==> src/rtl/imuldiv_seq_pkg.sv <==
// Shared multiply/divide operation codes and small arithmetic helpers.
// The instruction decoder and the multiply/divide unit both import this
// package, so the two always agree on the operation encoding.
package imuldiv_seq_pkg;

    localparam int CPU_MULDIV_OP_WIDTH = 4;
    localparam int MULDIV_DATA_W       = 32;

    typedef enum logic [CPU_MULDIV_OP_WIDTH-1:0] {
        CPU_MULDIV_OP_NONE  = 4'd0,
        CPU_MULDIV_OP_MULT  = 4'd1,
        CPU_MULDIV_OP_MULTU = 4'd2,
        CPU_MULDIV_OP_DIV   = 4'd3,
        CPU_MULDIV_OP_DIVU  = 4'd4,
        CPU_MULDIV_OP_MFHI  = 4'd5,
        CPU_MULDIV_OP_MFLO  = 4'd6,
        CPU_MULDIV_OP_MTHI  = 4'd7,
        CPU_MULDIV_OP_MTLO  = 4'd8
    } muldiv_op_e;

    // Magnitude of an operand; unsigned operations pass the value through.
    function automatic logic [MULDIV_DATA_W-1:0] op_magnitude(
        input logic [MULDIV_DATA_W-1:0] val,
        input logic                     is_signed
    );
        return (is_signed && val[MULDIV_DATA_W-1]) ? -val : val;
    endfunction

endpackage

==> src/rtl/imuldiv_dp.sv <==
// Multiply/divide datapath: 64-bit shift register, a single 33-bit
// add/subtract shared by shift-add multiply and restoring divide, and the
// operand magnitude / result negation logic. Sequencing lives in the parent.
module imuldiv_dp
    import imuldiv_seq_pkg::*;
(
    input  logic        clk,
    input  logic        rst,
    input  logic        i_load,       // capture operands, start a new op
    input  logic        i_is_div,
    input  logic        i_is_signed,
    input  logic [31:0] i_a,          // multiplicand / dividend
    input  logic [31:0] i_b,          // multiplier / divisor
    input  logic        i_step,       // perform one iteration this cycle
    output logic [31:0] o_hi,         // sign-corrected product high / remainder
    output logic [31:0] o_lo          // sign-corrected product low / quotient
);

    logic [63:0] acc_q, acc_d;
    logic [31:0] opnd_q, opnd_d;
    logic        is_div_q, is_div_d;
    logic        neg_q_q, neg_q_d;     // negate product / quotient
    logic        neg_r_q, neg_r_d;     // negate remainder (dividend sign)

    logic [32:0] addsub;
    logic        div_ok;
    logic        a_neg, b_neg, b_zero;

    assign a_neg  = i_is_signed && i_a[31];
    assign b_neg  = i_is_signed && i_b[31];
    assign b_zero = (i_b == 32'd0);

    // Multiply adds the multiplicand into the upper half; divide subtracts the
    // divisor from the left-shifted partial remainder (bit 32 lives in acc[63]).
    assign addsub = is_div_q ? ({1'b0, acc_q[62:31]} - {1'b0, opnd_q})
                             : ({1'b0, acc_q[63:32]} + {1'b0, opnd_q});
    assign div_ok = acc_q[63] | ~addsub[32];

    // Next-state for the shift register and the sign flags captured at load.
    always_comb begin
        // NOTE: every combinationally assigned signal gets a default first so
        // no path through the block can leave it unassigned (latch inference).
        acc_d    = acc_q;
        opnd_d   = opnd_q;
        is_div_d = is_div_q;
        neg_q_d  = neg_q_q;
        neg_r_d  = neg_r_q;
        if (i_load) begin
            is_div_d = i_is_div;
            if (i_is_div) begin
                acc_d  = {32'd0, op_magnitude(i_a, i_is_signed)};
                opnd_d = op_magnitude(i_b, i_is_signed);
            end else begin
                acc_d  = {32'd0, op_magnitude(i_b, i_is_signed)};
                opnd_d = op_magnitude(i_a, i_is_signed);
            end
            // A zero divisor leaves the all-ones quotient unsigned; the
            // remainder still follows the dividend so HI returns i_a as given.
            neg_q_d = (a_neg ^ b_neg) && !(i_is_div && b_zero);
            neg_r_d = i_is_div && a_neg;
        end else if (i_step) begin
            if (is_div_q) begin
                acc_d = {(div_ok ? addsub[31:0] : acc_q[62:31]), acc_q[30:0], div_ok};
            end else if (acc_q[0]) begin
                acc_d = {addsub, acc_q[31:1]};
            end else begin
                acc_d = {1'b0, acc_q[63:1]};
            end
        end
    end

    // Datapath registers.
    always_ff @(posedge clk) begin
        // NOTE: the datapath is cleared on reset as well so that no X ever
        // reaches HI/LO, even though a fresh load overwrites it anyway.
        if (rst) begin
            acc_q    <= '0;
            opnd_q   <= '0;
            is_div_q <= 1'b0;
            neg_q_q  <= 1'b0;
            neg_r_q  <= 1'b0;
        end else begin
            // NOTE: state registers use non-blocking assignments only.
            acc_q    <= acc_d;
            opnd_q   <= opnd_d;
            is_div_q <= is_div_d;
            neg_q_q  <= neg_q_d;
            neg_r_q  <= neg_r_d;
        end
    end

    // Sign correction applied to the finished magnitude result.
    always_comb begin
        o_hi = acc_q[63:32];
        o_lo = acc_q[31:0];
        if (is_div_q) begin
            if (neg_q_q) o_lo = -acc_q[31:0];
            if (neg_r_q) o_hi = -acc_q[63:32];
        end else if (neg_q_q) begin
            {o_hi, o_lo} = -acc_q;
        end
    end

endmodule

==> src/rtl/imuldiv_seq.sv <==
// Sequential integer multiply/divide unit with HI/LO registers.
// MULT/DIV run for ITER cycles plus one sign-fix cycle; MFHI/MFLO/MTHI/MTLO
// complete in one cycle. Only ops presented while busy are stalled.
module imuldiv_seq
    import imuldiv_seq_pkg::*;
#(
    parameter int ITER = 32
) (
    input  logic                           clk,
    input  logic                           rst,
    input  logic [CPU_MULDIV_OP_WIDTH-1:0] i_op,
    input  logic [31:0]                    i_rs_val,
    input  logic [31:0]                    i_rt_val,
    input  logic                           i_core_stall,
    input  logic                           i_drop,
    output logic                           o_stall,
    output logic [31:0]                    o_rd_val,
    output logic                           o_rd_valid
);

    localparam int CNT_W = $clog2(ITER);
    localparam logic [CNT_W-1:0] CNT_LAST = CNT_W'(ITER - 1);

    typedef enum logic [1:0] {
        ST_IDLE = 2'd0,
        ST_MUL  = 2'd1,
        ST_DIV  = 2'd2,
        ST_FIX  = 2'd3
    } state_e;

    state_e           state_q;
    logic [CNT_W-1:0] cnt_q;
    logic [31:0]      hi_q, hi_d;
    logic [31:0]      lo_q, lo_d;
    logic [31:0]      rd_val_q, rd_val_d;
    logic             rd_valid_q, rd_valid_d;

    logic        op_valid, accept;
    logic        is_mul_op, is_div_op, is_signed_op, is_mf_op;
    logic [31:0] dp_hi, dp_lo;

    assign op_valid     = (i_op != CPU_MULDIV_OP_NONE);
    assign is_mul_op    = (i_op == CPU_MULDIV_OP_MULT) || (i_op == CPU_MULDIV_OP_MULTU);
    assign is_div_op    = (i_op == CPU_MULDIV_OP_DIV)  || (i_op == CPU_MULDIV_OP_DIVU);
    assign is_signed_op = (i_op == CPU_MULDIV_OP_MULT) || (i_op == CPU_MULDIV_OP_DIV);
    assign is_mf_op     = (i_op == CPU_MULDIV_OP_MFHI) || (i_op == CPU_MULDIV_OP_MFLO);

    // NONE never stalls, so unrelated instructions overlap a running op.
    assign o_stall = !rst && op_valid && (state_q != ST_IDLE);
    assign accept  = op_valid && !i_core_stall && !i_drop && !o_stall;

    imuldiv_dp u_dp (
        .clk         (clk),
        .rst         (rst),
        .i_load      (accept && (is_mul_op || is_div_op)),
        .i_is_div    (is_div_op),
        .i_is_signed (is_signed_op),
        .i_a         (i_rs_val),
        .i_b         (i_rt_val),
        .i_step      ((state_q == ST_MUL) || (state_q == ST_DIV)),
        .o_hi        (dp_hi),
        .o_lo        (dp_lo)
    );

    // Sequencer: IDLE -> MUL/DIV for ITER cycles -> FIX for one cycle -> IDLE.
    always_ff @(posedge clk) begin
        if (rst) begin
            state_q <= ST_IDLE;
            cnt_q   <= '0;
        end else begin
            case (state_q)
                ST_IDLE: begin
                    cnt_q <= '0;
                    if (accept && is_mul_op)      state_q <= ST_MUL;
                    else if (accept && is_div_op) state_q <= ST_DIV;
                end
                ST_MUL, ST_DIV: begin
                    if (cnt_q == CNT_LAST) begin
                        state_q <= ST_FIX;
                        cnt_q   <= '0;
                    end else begin
                        cnt_q <= cnt_q + 1'b1;
                    end
                end
                ST_FIX:  state_q <= ST_IDLE;
                default: state_q <= ST_IDLE;
            endcase
        end
    end

    // HI/LO update and the MFHI/MFLO read port, including stall/drop holding.
    always_comb begin
        hi_d       = hi_q;
        lo_d       = lo_q;
        rd_val_d   = rd_val_q;
        rd_valid_d = rd_valid_q;
        if (state_q == ST_FIX) begin
            hi_d = dp_hi;
            lo_d = dp_lo;
        end else if (accept && (i_op == CPU_MULDIV_OP_MTHI)) begin
            hi_d = i_rs_val;
        end else if (accept && (i_op == CPU_MULDIV_OP_MTLO)) begin
            lo_d = i_rs_val;
        end
        if (accept && is_mf_op) begin
            rd_val_d   = (i_op == CPU_MULDIV_OP_MFHI) ? hi_q : lo_q;
            rd_valid_d = 1'b1;
        end else if (i_drop || !i_core_stall) begin
            rd_valid_d = 1'b0;
        end
    end

    // Architectural HI/LO and registered read outputs.
    always_ff @(posedge clk) begin
        if (rst) begin
            hi_q       <= '0;
            lo_q       <= '0;
            rd_val_q   <= '0;
            rd_valid_q <= 1'b0;
        end else begin
            hi_q       <= hi_d;
            lo_q       <= lo_d;
            rd_val_q   <= rd_val_d;
            rd_valid_q <= rd_valid_d;
        end
    end

    assign o_rd_val   = rd_val_q;
    assign o_rd_valid = rd_valid_q;

endmodule

==> config.mk <==
export PLATFORM = sky130hd
export DESIGN_NAME = imuldiv_seq
export DESIGN_NICKNAME = d
export VERILOG_FILES = /design/src/rtl/imuldiv_seq_pkg.sv /design/src/rtl/imuldiv_dp.sv /design/src/rtl/imuldiv_seq.sv
export SDC_FILE = /design/constraint.sdc
export NUM_CORES = 1
export LEC_CHECK = 0
export ABC_CLOCK_PERIOD_IN_PS = 6300
export CORE_MARGIN = 5
export CORE_UTILIZATION = 65
export CTS_CLUSTER_DIAMETER = 120
export DETAILED_ROUTE_END_ITERATION = 6
export PLACE_DENSITY = 0.86
export SLEW_MARGIN = 30
export SYNTH_ARGS = -nofsm -noshare
export SYNTH_HDL_FRONTEND = slang
export SYNTH_SLANG_ARGS = --single-unit
==> constraint.sdc <==
create_clock -name clk -period 6.3 [get_ports clk]
set_input_delay 0.945 -clock clk [delete_from_list [all_inputs] [get_ports clk]]
set_output_delay 0.945 -clock clk [all_outputs]
set_load 0.02 [all_outputs]
==> impl_results.md, run 1 <==
* Delay of the slowest critical-path stage at about 820 ps
* Hold Violations, Final at 0
* Endpoint of the worst hold path: u_dp.opnd_q[4]
* DRC violation count after routing at 1
* Clock Pin Slew Worst Setup and Hold Paths at 60 ps
* Net count after synthesis at 2374
* Final Max Slew Viols at 0
* Primary flip-flop cell chosen by synthesis mapping: sky130_fd_sc_hd__dfxtp_1
* Synth top area share at 24.2%
* Final setup violating endpoints at 0
* Share of the yosys chip area belonging to registers at 24.2%
* Post-route clock period utilization at 68.6%
* Chip Width at 171 um
* CTS root buffer: sky130_fd_sc_hd__clkbuf_16
* Worst hold-check path type: register to register
* Endpoint of the worst-slack reg-to-reg timing path: u_dp.acc_q[33]
* Grt total ovfl at 0
* Total Nets Final at 2355
* Skew-Pair Late Insertion Delay at 510 ps
* Via count of the first global-routing pass at 15800
* TritonCTS clock tree: done
* Initial core utilization at about two thirds
* HPWL reported at the end of detailed placement at 41200 um
* Number of distinct standard cells referenced by the synthesized netlist at 87
* Number of inserted diodes at 0
* Netlist Area Pre-Place at 0.0168 mm^2
* Area growth from synthesis to layout at 10.8%
* Areal power density over the cells at 295 mW/mm^2
* Static leakage at 6.93 nW
* Synth warnings at 0
* Number of port buffers at 105
* Detailed-routing iteration count for the pre-antenna-repair pass at 7
* Unrepaired setup endpoints after global routing: false
* Combined global-route utilization of all metal layers at between 30% and 40%
* Critical path required time at 6740 ps
* Largest cells by area after synthesis: sky130_fd_sc_hd__dfxtp_1 (24%), sky130_fd_sc_hd__mux2i_1 (7.2%), sky130_fd_sc_hd__xnor2_1 (5.8%)
* Post-synthesis sequential element count at around 200
* Die Height at 171 um
* Most common cell after layout, fill and taps aside: sky130_fd_sc_hd__nor2_1
* Final Worst Setup Slack at 1980 ps
* Setup crit start kind: register
* Global-route wire length before repair at 86100 um
* Number of maximum-capacitance violations at 0
* Overall via count from detail_route at 17400
* Cell count after synthesis at 2227
* Number of I/O pins at 106
* Total clock buffers created by CTS at 23
* Number of cells upsized or downsized after cts at 0
* Final Power at ~5.5 mW
* Post-CTS Hold Fix Bufs at 0
* Via density per instance at 6.81
* Pin count of the biggest net entering global routing at between 90 and 100
* Async set or reset register ratio after synthesis at 0%
* Highest fanout seen on the critical path at 27
* Buffer count from post-CTS setup fixing at 0
* Headroom to the max-slew limit at 31.0%
* Failing checks: design-rule violations
* Worst reg2reg setup slack at 1980 ps
* Count of antenna-violating nets left after detailed routing at 0
* Cell with the biggest individual delay on the critical path: sky130_fd_sc_hd__o21ai_4
* Row count at 58
* Fin Setup TNS at 0 ps
* Pre-CTS WS at 2060 ps
* First DRT Iteration DRCs at 2408
* Cell repeated most along the worst path: sky130_fd_sc_hd__a21oi_1
* Worst reg2reg path startpoint: u_dp.acc_q[31]
* CP Capture Type: register
* H-Tree Depth at 1
* Core ar. at between 0.02 and 0.03 mm^2
* Total wire length after detailed routing at 55900 um
* Actual slew at the worst max-slew pin at 1030 ps
* Global placer's final weighted congestion at a little under 1
* Data arrival time of the critical path at 4760 ps
* Highest achievable clock rate at 231 MHz
* Critical path type: register to register
* Min Clock Period, post-route at 4320 ps
* WL/cell at 21.9 um
* Start point of the critical path: u_dp.acc_q[31]
* Worst-case clock buffer depth at 3
* Number of cells on the worst hold path at 2
* Die area at 0.0291 mm^2
* Most frequent cells in the layout: sky130_fd_sc_hd__nor2_1 (228), sky130_fd_sc_hd__nand2_1 (208), sky130_fd_sc_hd__dfxtp_1 (202)
* Cells along the critical path: inv_1, ha_1, fa_1, nor2b_1, o31ai_1, a21oi_1, a21oi_1, o2111a_1, or2_2, o21ai_4, mux2_2, a31oi_1
* Worst vdd ir at 0.000249 V
* Cell type with the highest aggregate area in the netlist: sky130_fd_sc_hd__dfxtp_1
* Initial antenna violation count at 0
* Startpoint of the worst hold path: u_dp.opnd_q[4]
* Reg2reg path depth at 12
* Worst Skew at 13.0 ps
* Ratio of cells with drive above 1 in the final layout at 4.95%
* Count of flip-flops with a built-in enable after synthesis at 0
* Run status: complete, but fails checks
* Clock sink total at 203
* Average footprint of a synthesized cell at approximately 7.5 um^2
[area by class of cell]
| cell class | instances | area (um^2) |
|---|---|---|
| repair buffers | 125 | 1210 |
| fillers | 1987 | 6690 |
| inverters | 78 | 293 |
| well taps | 330 | 413 |
| flip-flops and latches | 203 | 4070 |
| clock buffers | 30 | 652 |
| clock inverters | 9 | 126 |
| multi-input cells | 1777 | 11800 |
[where the power goes]
| group | internal, mW | leakage (nW) | switching [mW] |
|---|---|---|---|
| Sequential | 1.41 | 1.65 | 0.210 |
| Combinational | 0.950 | 4.91 | 1.51 |
| Clock | 0.847 | 0.384 | 0.558 |
| Total | 3.21 | 6.93 | 2.28 |
[cells by family (layout without fill, tap and decap cells)]
| logic type | count (synthesis) | in the layout | synth area share (%) |
|---|---|---|---|
| compound gates | 699 | 699 | 27.6 |
| xor+xnor | 171 | 171 | 8.94 |
| fa+ha+maj | 75 | 75 | 5.69 |
| buf+inv | 247 | 242 | 5.67 |
| flops | 203 | 203 | 24.2 |
| mux | 138 | 138 | 8.37 |
| simple gates | 694 | 694 | 19.5 |
[state kept, by name, indices dropped and copies added, names as in the netlist, 2 cells and up]
register     cells
state_q          2
u_dp.opnd_q     32
lo_q            32
u_dp.acc_q      64
hi_q            32
cnt_q            5
o_rd_val        32
[routing by layer]
| metal | share of wire [%] | routed length, um | track usage (%) |
|---|---|---|---|
| met1 | 40 | 22400 | 49.3 |
| met2 | 45 | 25200 | 60.0 |
| met3 | 10 | 5870 | 4.30 |
| met4 | 4.5 | 2500 | 13.4 |
| met5 | 0 | 0 | 0 |
[through the flow]
| step | util [%] | hold WS, ps | instance area [um^2] | instances |
|---|---|---|---|---|
| after CTS | 73.4 | 491 | 18500 | 2551 |
| final | 73.5 | 493 | 18600 | 2552 |
| after global routing | 73.5 | 505 | 18600 | 2552 |
| after detailed placement | 70.3 | 475 | 17800 | 2512 |
| after global placement | 70.3 | 470 | 17800 | 2512 |
| after floorplan | - | 449 | 16800 | 2227 |
[cell usage after synthesis (all sizes together) (65+ instances only)]
master,n
inv,77
a211oi,103
mux2i,121
o211ai,65
nand2,208
dfxtp,203
clkbuf,145
ha,73
a21oi,191
xnor2,111
o21ai,108
nor2,230
[worst max-delay path by stage]
stage	endpoint	slack (ps)	cells after the start
5_1_grt	u_dp.acc_q[41]	1850	12
3_5_place_dp	u_dp.acc_q[57]	2060	10
4_1_cts	u_dp.acc_q[33]	2090	12
3_3_place_gp	u_dp.acc_q[57]	2120	10
2_1_floorplan	u_dp.opnd_q[28]	2860	10
6_report	u_dp.acc_q[33]	1980	12
[worst max-delay path: cells and delay by family, from the launching register on]
kind	cells	cell delay, ps
compound gates	6	1990
mux	1	420
fa+ha+maj	2	650
buf+inv	1	140
flops	1	420
simple gates	2	610
Power figures use the tool's default switching activity.
==> run 2: changes to the inputs <==
- ABC_CLOCK_PERIOD_IN_PS: 6300 -> 4059
- CORE_UTILIZATION: 65 -> 61
- PLACE_DENSITY: 0.86 -> 0.82
- clock period: 6.3 -> 4.06 ns (I/O delays scaled with it)
==> run 2 against run 1 <==
  * The run now ends clean
  * Highest routed layer unchanged
  * Utilization decreased by 3.0 points
  * Critical path depth increased by 1
  * Total power increased by 59%
  * Clock power increased by 58%
  * Wire length increased by 3.2%
  * Sequential cell count unchanged
  * Maximum frequency increased by 10%
  * Cell count increased by 2.7%
==> impl_results.md, run 2 (synthesized netlist as in run 1, its figures left out) <==
* Run status: finished clean
* Fill cell total of the finished layout at 2258 (+14%)
* Final setup violating endpoints at 0 (unchanged)
* Switching power of the nets at 3.62 mW (+59%)
* Reg2reg path depth at 13 (+1)
* Worst Skew at 11.1 ps (-1.89 ps)
* P_int at 5.07 mW (+58%)
* WL/cell at 22.0 um (+0.45%)
* Total clock buffers created by CTS at 24 (+4.3%)
* Global-route wire length before repair at 89800 um (+4.3%)
* Static leakage at 7.22 nW (+4.1%)
* Core ar. at 0.0270 mm^2 (+7.0%)
* Clock sink total at 203 (unchanged)
* Worst hold-check path type: register to register
* HPWL reported at the end of detailed placement at 43700 um (+6.0%)
* Post-route clock period utilization at 96.5% (+28 points)
* Net switching share of the total power at 41.7% (+0.18 points)
* Data arrival time of the critical path at 4340 ps (-420 ps)
* Global placer's final weighted congestion at 0.991 (-0.33%)
* Detailed-routing iteration count for the pre-antenna-repair pass at 6 (-1)
* Pin count of the biggest net entering global routing at 90 (-8.2%)
* Via count of the first global-routing pass at 16500 (+4.1%)
* Chip Width at 176 um (+3.0%)
* Count of antenna-violating nets left after detailed routing at 0 (unchanged)
* Total Nets Final at 2413 (+2.5%)
* First DRT Iteration DRCs at 2423 (+0.62%)
* Number of port buffers at 105 (unchanged)
* Worst reg2reg setup slack at 140 ps (-1830 ps)
* Most frequent cells in the layout: sky130_fd_sc_hd__nor2_1 (228), sky130_fd_sc_hd__nand2_1 (208), sky130_fd_sc_hd__dfxtp_1 (202)
* Highest fanout seen on the critical path at 9 (-67%)
* Fin Setup TNS at 0 ps (unchanged)
* Total wire length after detailed routing at 57700 um (+3.2%)
* Unrepaired setup endpoints after global routing: false
* Initial core utilization at 62.0% (-4.4 points)
* Hold Violations, Final at 0 (unchanged)
* TritonCTS clock tree: done
* Row count at 60 (+3.4%)
* Final design utilization at 70.6% (-3.0 points)
* Actual slew at the worst max-slew pin at 987 ps (-44.0 ps)
* Via density per instance at 6.67 (-2.0%)
* H-Tree Depth at 1 (unchanged)
* Critical path type: register to register
* Worst reg2reg path startpoint: u_dp.acc_q[32]
* Final Worst Setup Slack at 144 ps (-1830 ps)
* Die Height at 176 um (+3.0%)
* Post-route cell area at 0.0191 mm^2 (+2.7%)
* DRC violation count after routing at 0 (-1)
* Number of I/O pins at 106 (unchanged)
* CTS root buffer: sky130_fd_sc_hd__clkbuf_16
* Initial antenna violation count at 0 (unchanged)
* Endpoint of the worst-slack reg-to-reg timing path: u_dp.acc_q[56]
* Pre-CTS WS at 137 ps (-1920 ps)
* Start point of the critical path: u_dp.acc_q[32]
* Number of inserted diodes at 0 (unchanged)
* Worst setup path endpoint: u_dp.acc_q[56]
* Area growth from synthesis to layout at 13.8%
* Areal power density over the cells at 456 mW/mm^2 (+54%)
* Highest achievable clock rate at 255 MHz (+10%)
* Min Clock Period, post-route at 3920 ps (-406 ps)
* Critical path required time at 4480 ps (-2260 ps)
* Clock Pin Slew Worst Setup and Hold Paths at 60 ps (about the same)
* Overall via count from detail_route at 17500 (+0.73%)
* Headroom to the max-slew limit at 34.2% (+3.2 points)
* Most common cell after layout, fill and taps aside: sky130_fd_sc_hd__nor2_1
* Final Power at 8.70 mW (+59%)
* Number of maximum-capacitance violations at 0 (unchanged)
* Clock network fraction of total power at 25.7% (about the same)
* Setup crit start kind: register
* Number of flip-flops in the largest register at 64 (unchanged)
* Combined global-route utilization of all metal layers at 35.7% (-0.72 points)
* CP Capture Type: register
* Worst vdd ir at 0.000456 V (+83%)
* Die area at 0.0309 mm^2 (+6.2%)
* Ratio of cells with drive above 1 in the final layout at 7.41% (+2.5 points)
* Worst-case clock buffer depth at 3 (unchanged)
* Final Max Slew Viols at 0 (unchanged)
* Register with the most flip-flops: u_dp.acc_q
* Grt total ovfl at 0 (unchanged)
* Part of the power in combinational logic at 45.8% (+1.0 points)
* Skew-Pair Late Insertion Delay at 530 ps (+20 ps)
* Post-Place Cell Area at 0.0182 mm^2 (+2.5%)
* Sequential power share at 28.5% (-1.1 points)
run 2: worst max-delay path: stages, from the launching register on:
cell and delay [ps]:
sky130_fd_sc_hd__dfxtp_1 410, sky130_fd_sc_hd__ha_1 240, sky130_fd_sc_hd__inv_1 70, sky130_fd_sc_hd__fa_1 400
sky130_fd_sc_hd__nand2b_1 180, sky130_fd_sc_hd__a21oi_1 250, sky130_fd_sc_hd__o21bai_1 250, sky130_fd_sc_hd__a211oi_2 360
sky130_fd_sc_hd__o31ai_1 180, sky130_fd_sc_hd__o32ai_4 510, sky130_fd_sc_hd__buf_4 260, sky130_fd_sc_hd__nand2_1 120
sky130_fd_sc_hd__or3_1 320, sky130_fd_sc_hd__a41o_1 240
run 2: what timing repair did:
item,4_1_cts,5_1_grt
setup endpoints to repair,0,13
setup buffers,0,3
hold endpoints to repair,0,0
resized for setup,0,2
hold buffers,0,0
run 2: metrics by stage:
stage,std cells,hold WS (ps)
4_1_cts,2618,479
3_5_place_dp,2577,467
6_report,2622,477
3_3_place_gp,2577,461
5_1_grt,2622,502
2_1_floorplan,2227,449
run 2: routing by layer:
layer	vias to the layer above	global-route usage (%)	part of all wire [%]
met5	-	0	0
met4	0	13.1	4.3
met3	161	5.49	9.5
met2	942	58.3	45
met1	8191	47.8	41
li1	8202	-	-
run 2: area by class of cell:
cell class	instances	area [um^2]	area share [%]
inverter	78	293	1.54
timing repair buffer	181	1660	8.71
clock inverter	10	124	0.650
clock buffer	31	678	3.56
sequential	203	4070	21.3
tap	341	427	2.24
multi-input combinational	1778	11800	62.0
run 2: worst min-delay path by stage:
stage,startpoint,endpoint,slack [ps],depth (start not counted)
floorplan,u_dp.opnd_q[10],u_dp.opnd_q[10],450,2
global placement,u_dp.opnd_q[14],u_dp.opnd_q[14],460,2
detailed placement,u_dp.opnd_q[14],u_dp.opnd_q[14],470,2
CTS,u_dp.opnd_q[17],u_dp.opnd_q[17],480,2
global route,u_dp.opnd_q[17],u_dp.opnd_q[17],500,2
finish,u_dp.opnd_q[6],u_dp.opnd_q[6],480,2
run 2: power groups by stage:
stage / logic (mW) / clock network (mW) / registers (mW)
floorplan: 2.81 / 0 / 2.39
global placement: 3.76 / 0 / 2.50
detailed placement: 3.85 / 0 / 2.51
CTS: 3.87 / 2.23 / 2.47
global route: 4.32 / 2.32 / 2.51
finish: 3.98 / 2.23 / 2.48
==> run 3: changes to the inputs <==
- CAP_MARGIN: unset -> 20
==> results of run 3 <==
No change in the layout: final DEF, timing and power equal those of run 2.
